==> config.mk <==
export PLATFORM = sky130hd
export DESIGN_NAME = speed_ctrl
export DESIGN_NICKNAME = d
export VERILOG_FILES = /design/src/rtl/speed_ctrl.sv
export SDC_FILE = /design/constraint.sdc
export NUM_CORES = 1
export LEC_CHECK = 0
export ABC_CLOCK_PERIOD_IN_PS = 2200
export CORE_UTILIZATION = 38
export CTS_CLUSTER_SIZE = 10
export DETAILED_ROUTE_END_ITERATION = 8
export SLEW_MARGIN = 25
export SYNTH_ARGS = -nofsm -noshare
export SYNTH_HDL_FRONTEND = slang
export SYNTH_SLANG_ARGS = --single-unit
==> constraint.sdc <==
create_clock -name i_clk -period 2.2 [get_ports i_clk]
set_clock_uncertainty 0.2 [all_clocks]
set_input_delay 0.44 -clock i_clk [delete_from_list [all_inputs] [get_ports i_clk]]
set_output_delay 0.44 -clock i_clk [all_outputs]
set_load 0.05 [all_outputs]
==> src/rtl/speed_ctrl.sv <==
// speed_ctrl: playback speed controller for the audio recorder datapath.
//   Keeps a signed speed index s (fast when s >= 0, slow when s < 0), moved by
//   up/down/norm key pulses with saturation and a lock level. For every output
//   sample tick it produces the SRAM address step and, in slow mode, the
//   interpolation fraction used by the DSP block.
// Ports:
//   i_clk, i_rst_n   clock, asynchronous active-low reset
//   i_up, i_down     one step faster / slower (single-cycle pulses)
//   i_norm           return to 1x (single-cycle pulse)
//   i_lock           level; ignores i_up, i_down and i_norm while high
//   i_tick           output-sample request (single-cycle pulse)
//   o_fast_or_slow   1 = fast or normal, 0 = slow
//   o_speed          current factor, 1..MAX_FACTOR
//   o_adv            pulse: advance sample address by o_step
//   o_step           address increment
//   o_frac           interpolation numerator 0..o_speed-1
//   o_valid          pulse one cycle after each i_tick
module speed_ctrl #(
    parameter int MAX_FACTOR = 8,
    parameter int SPEED_W    = 4
) (
    input  logic               i_clk,
    input  logic               i_rst_n,
    input  logic               i_up,
    input  logic               i_down,
    input  logic               i_norm,
    input  logic               i_lock,
    input  logic               i_tick,
    output logic               o_fast_or_slow,
    output logic [SPEED_W-1:0] o_speed,
    output logic               o_adv,
    output logic [SPEED_W-1:0] o_step,
    output logic [SPEED_W-1:0] o_frac,
    output logic               o_valid
);
    // One extra bit so the index can carry a sign alongside SPEED_W magnitude bits.
    localparam logic signed [SPEED_W:0] S_MAX = (SPEED_W+1)'(MAX_FACTOR - 1);
    localparam logic signed [SPEED_W:0] S_MIN = -S_MAX;
    localparam logic signed [SPEED_W:0] S_ONE = (SPEED_W+1)'(1);
    localparam logic [SPEED_W-1:0]      ONE   = SPEED_W'(1);

    logic signed [SPEED_W:0] s, s_next;
    logic [SPEED_W-1:0]      p, p_next, mag;
    logic                    slow, wrap;

    always_comb begin
        slow   = s[SPEED_W];
        mag    = slow ? SPEED_W'(-s) : s[SPEED_W-1:0];
        // Slow factor is F = |s|+1, so the last phase of a period is p == |s|.
        wrap   = (p == mag);
        s_next = s;
        if (!i_lock) begin
            if (i_norm)
                s_next = '0;
            else if (i_up && !i_down)
                s_next = (s == S_MAX) ? s : s + S_ONE;
            else if (i_down && !i_up)
                s_next = (s == S_MIN) ? s : s - S_ONE;
        end
        p_next = p;
        if (i_tick)
            p_next = (slow && !wrap) ? p + ONE : '0;
        // A speed change restarts the interpolation period; it overrides the tick increment.
        if (s_next != s)
            p_next = '0;
    end

    always_ff @(posedge i_clk or negedge i_rst_n) begin
        if (!i_rst_n) begin
            s              <= '0;
            p              <= '0;
            o_fast_or_slow <= 1'b1;
            o_speed        <= ONE;
            o_adv          <= 1'b0;
            o_step         <= '0;
            o_frac         <= '0;
            o_valid        <= 1'b0;
        end else begin
            s              <= s_next;
            p              <= p_next;
            o_fast_or_slow <= !slow;
            o_speed        <= mag + ONE;
            o_valid        <= i_tick;
            o_adv          <= i_tick && (!slow || wrap);
            if (i_tick) begin
                o_step <= slow ? ONE : s[SPEED_W-1:0] + ONE;
                o_frac <= slow ? p : '0;
            end
        end
    end
endmodule

; ---- Word-level counts from Yosys, hierarchy flattened
; Index checks and enable logic that the tools add are counted.
[totals]
reg_bits = 24
latch_bits = 0
ram_bits = 0
rom_bits = 0
out_inout_bits = 15
word_cells = 40
memories = 0
[classes]
addsub = 6
mul = 0
div_mod_pow = 0
magnitude_cmp = 0
eq_ne = 4
shift = 0
muxes = 12
bitwise_logic = 0
n_reduce_logical = 10
[ops]
columns = op, n
row1 = 5-bit two-way mux, 6
row2 = 4-bit two-way mux, 6
row3 = "4-bit by 1-bit adder with 4-bit output, second input constant", 3
row4 = "5-bit by 4-bit equality test with 1-bit output, second input constant", 2
row5 = "5-bit by 2-bit adder with 5-bit output, second input constant", 1
row6 = 5-bit inequality test, 1
row7 = "5-bit by 2-bit subtractor with 5-bit output, second input constant", 1
row8 = 4-bit equality test, 1
row9 = 1-bit logical AND, 4
row10 = 1-bit zero test, 4
row11 = 4-bit negation, 1
row12 = 2-bit nonzero test, 1
row13 = 1-bit logical OR, 1

; ---- Longest topological paths before layout
[depth]
word_depth = 8
ltp_mapped = 8
depth_no_buf = 7

; ---- Worst setup path after synthesis
; OpenSTA, ideal clock, no wires.
[synth_timing]
path_kind = reg2reg
start = reg s[0]
end = reg p[0]
setup_time_ps = 101
arrival_ps = 1922
t_required_ps = 1899
slack_ps = -23
stages_incl_launch_ff = 9
n_path_buf = 1
cell_sequence = dfrtp_1 > buf_2 > inv_1 > ha_1 > and4bb_4 > a22oi_4 > a21oi_2 > a221o_1 > nor4_1
[synth_via]
elab_chain_cells = 8
elab_cells_between_ends = 20
[synth_lines]
columns = item, line_no
row1 = "start, declared", 42  ; logic signed [SPEED_W:0] s, s_next;
row2 = "start signal, assigned", 79  ; s <= s_next;
row3 = "5-bit by 2-bit subtractor with 5-bit output, or another cell as far along", 58  ; s_next = (s == S_MIN) ? s : s - S_ONE;
row4 = 5-bit two-way mux or 4-bit two-way mux (tied branches), "58, 48"
row5 = 5-bit two-way mux or 4-bit equality test (tied branches), "57, 50"
row6 = 5-bit two-way mux or 1-bit zero test (tied branches), "55, 62"
row7 = 5-bit two-way mux or 1-bit logical AND (tied branches), "53, 62"
row8 = 5-bit two-way mux or 4-bit two-way mux (tied branches), "52, 62"
row9 = 5-bit inequality test or 4-bit two-way mux (tied branches), "64, 61"
row10 = 4-bit two-way mux or 2-bit nonzero test (tied branches), --
row11 = "end signal, assigned", 80  ; p <= p_next;
row12 = "end, declared", 43  ; logic [SPEED_W-1:0] p, p_next, mag;
; Several ways; a longest one is shown, not always the timed one. The select of a mux whose other input is x is not followed.
; A chain may end at the register's enable or synchronous reset.

; ---- Worst setup path in the final report
[layout_timing]
start = reg s[1]
end = reg p[1]
; Same word-level chain as after synthesis.

==> impl_metrics.env <==
export IMPL_nets=217
export IMPL_sw_frac_of_total_pct=40.1
export IMPL_cts_root_buffer="clkbuf_8"
export IMPL_worst_path_max_fanout=4
export IMPL_clk_path_buf_depth=2
export IMPL_rows=22
export IMPL_grt_pass1_vias=1266
export IMPL_crit_buf_inv=2
export IMPL_power_switching_uw=740
export IMPL_grt_overflow=0
export IMPL_reg2reg_slack_ps=4
export IMPL_grt_max_degree=25
export IMPL_drive_gt1_share_pct=30.0
export IMPL_syn_area_per_cell_um2=9.72
export IMPL_fmax_ghz=0.455
export IMPL_syn_to_final_growth_pct=39.7
export IMPL_seqPwrFrac_pct=33.0
export IMPL_hold_viol=0
export IMPL_yosysWarnings=0
export IMPL_max_slew_margin_pct=66.3
export IMPL_ioPinCount=22
export IMPL_period_share_pct=99.8
export IMPL_cts_sinks=24
export IMPL_regToRegStartpoint="s[1]"
export IMPL_grt_total_usage_pct=18.8
export IMPL_io_buffers=21
export IMPL_post_place_cells=242
export IMPL_ant_nets=0
export IMPL_grt_antenna_before_repair=0
export IMPL_viasPerCell=5.27
export IMPL_min_path_cells=1
export IMPL_worstReg2RegEnd="p[1]"
export IMPL_via_count=1324
export IMPL_total_power_mw=1.84
export IMPL_tritoncts="yes"
export IMPL_crit_path_top_delay_cell="dfrtp_1"
export IMPL_antennaDiodeCount=0
export IMPL_htree_levels=1
export IMPL_ys_ff_latch=24
export IMPL_layout_setup_ws_ps=3.54
export IMPL_placed_cell_area_mm2=0.00192
export IMPL_postCtsHoldBufs=0
export IMPL_grt_pass1_wl_um=5900
export IMPL_synth_distinct_cells=53
export IMPL_synth_async_sr_flop_share_pct=100
export IMPL_place_hpwl_um=2740
export IMPL_slew_violations=0
export IMPL_slowest_delay_ps=420
export IMPL_holdWs_ps=303
export IMPL_rr_worst_depth=8
export IMPL_synth_edf_count=0
export IMPL_die_h_um=64.4
export IMPL_final_area_mm2=0.00206
export IMPL_die_area_mm2=0.00414
export IMPL_drt_initial_drc_count=124
export IMPL_start_util_pct=40.1
export IMPL_worstSetupPathType="flip-flop to flip-flop"
export IMPL_timing_final_crit_period_ps=2200
export IMPL_utilization_pct=56.0
export IMPL_rsz0062_at_grt="true"
export IMPL_power_per_cell_area_mw_per_mm2=894
export IMPL_drtPass1Iterations=4
export IMPL_wl_um=3590
export IMPL_clockPowerShare_pct=16.2
export IMPL_wl_per_cell_um=14.3
export IMPL_synth_cell_area_mm2=0.00148
export IMPL_crit_family="simple AND/OR/NAND/NOR gates"
export IMPL_clkTransAtPathRegs_ps=80
export IMPL_crit_path_start_kind="flip-flop"
export IMPL_numCtsBuffers=3
export IMPL_end_kind="flip-flop"
export IMPL_irDropWorstVdd_uv=341
export IMPL_drcViolationCount=0
export IMPL_synthCells=152
export IMPL_arrival_ps=2170
export IMPL_final_setup_tns_ps=0
export IMPL_min_from="o_step[3]"
export IMPL_max_cap_violations=0
export IMPL_nFillCells=334
export IMPL_tightest_slew_ps=503
export IMPL_insertion_delay_ps=270
export IMPL_hold_path_class="flip-flop to flip-flop"
export IMPL_core_area_mm2=0.00369
export IMPL_die_x_um=64.4
export IMPL_power_leakage_nw=0.893
export IMPL_final_setup_viol_count=0
export IMPL_layoutNonFillerInstCount=251
export IMPL_hold_end="o_step[3]"
export IMPL_synthFlopType="dfrtp_1"
export IMPL_synth_nets=165
export IMPL_status="completed"
export IMPL_gp_congestion=0.858
export IMPL_ys_seq_area_share_pct=40.8
export IMPL_required_ps=2170
export IMPL_post_place_ws_ps=-444
export IMPL_combPwrFrac_pct=50.8
export IMPL_path_cells="inv_2 > buf_6 > ha_4 > nand4b_1 > nand2_1 > a31oi_2 > a221o_1 > nor4_2"
export IMPL_internal_power_mw=1.10
==> worst max-delay path by stage <==
stage | startpoint | end | cells after the start
2_1_floorplan | s[0] | p[0] | 8
3_3_place_gp | i_up | p[1] | 6
3_5_place_dp | i_up | p[1] | 6
4_1_cts | s[1] | p[2] | 7
5_1_grt | s[1] | p[1] | 8
6_report | s[1] | p[1] | 8
==> flip-flops by register name (all words and copies together), names as in the netlist <==
register / cells
o_fast_or_slow: 1
s: 5
o_step: 4
o_frac: 4
p: 4
o_valid: 1
o_adv: 1
o_speed: 4
==> cell type report <==
cell class	count	area, um^2	area share, %
clock buffers	4	55.1	2.67
inverters	11	41.3	2.00
multi-input cells	110	846	41.0
flip-flops and latches	24	604	29.3
well taps	48	60.1	2.91
repair buffers	54	458	22.2
==> logic make-up (layout without fill, tap and decap cells) <==
group | Yosys count | after routing | share of synthesized area (%)
AOI/OAI and AO/OA | 42 | 42 | 21.3
and+or+nand+nor | 48 | 48 | 19.2
xor gates and xnor gates | 12 | 12 | 7.11
adders and majority gates | 6 | 6 | 5.08
buffers and inverters | 18 | 69 | 5.00
muxes | 2 | 2 | 1.52
DFF | 24 | 24 | 40.8
==> cells in the mapped netlist (all sizes together) (2+ instances only) <==
| cell type | instances | area share (%) |
|---|---|---|
| a22oi | 3 | 2.5 |
| o31ai | 3 | 1.9 |
| ha | 6 | 5.1 |
| a31oi | 4 | 1.7 |
| dfrtp | 22 | 37 |
| o21ai | 11 | 3.7 |
| and2b | 2 | 1.2 |
| nand3 | 11 | 3.7 |
| nor3 | 3 | 1.0 |
| xnor2 | 12 | 7.1 |
| mux2 | 2 | 1.5 |
| nor4 | 4 | 1.7 |
| and4bb | 2 | 1.9 |
| nor2 | 5 | 1.3 |
| o2bb2ai | 2 | 1.2 |
| a221o | 2 | 1.4 |
| clkbuf | 4 | 1.0 |
| nor2b | 2 | 0.85 |
| buf | 3 | 1.2 |
| nand2b | 2 | 0.85 |
| inv | 11 | 2.8 |
| nand2 | 9 | 2.3 |
| a21oi | 4 | 1.6 |
| dfstp | 2 | 3.6 |
==> cell usage in the layout, fill, tap and decap left out, types with 2 or more instances in the layout <==
cell type / count
ha_1: 3
nand2b_1: 2
nor2_1: 5
buf_4: 33
dfstp_2: 2
nor4_1: 3
ha_2: 2
o31ai_1: 2
a31oi_2: 2
o21ai_0: 9
o21ai_1: 2
xnor2_1: 12
dfrtp_1: 21
a22oi_1: 2
nor3_1: 2
buf_6: 2
a31oi_1: 2
a221o_1: 2
a21oi_1: 3
clkbuf_8: 4
inv_1: 7
inv_2: 4
dlygate4sd2_1: 2
nand3_1: 11
nor2b_1: 2
clkdlybuf4s50_1: 17
nand2_1: 9
o2bb2ai_1: 2
==> metal layers <==
metal	routed length, um	global-route usage (%)	vias to the layer above	share of wire (%)
met5	0	0	-	0
met4	74	10.3	0	2.1
met3	99	1.79	6	2.8
met2	1830	30.8	30	51
met1	1580	24.2	617	44
li1	-	-	671	-
==> power by group through the flow <==
stage               clock [mW]  combinational [mW]  sequential, mW
floorplan                    0               0.388           0.778
global placement             0               0.874           0.613
detailed placement           0               0.879           0.611
CTS                      0.306               0.882           0.603
global route             0.320                1.01           0.620
finish                   0.299               0.937           0.608
==> timing repair <==
| action | in CTS | in global routing |
|---|---|---|
| cloned | 0 | 0 |
| buffers inserted | 0 | 5 |
| resized for setup | 3 | 13 |
| pin swaps | 4 | 7 |
| endpoints found under the setup margin | 4 | 4 |
Note: power is estimated with default switching activity, not from simulation.
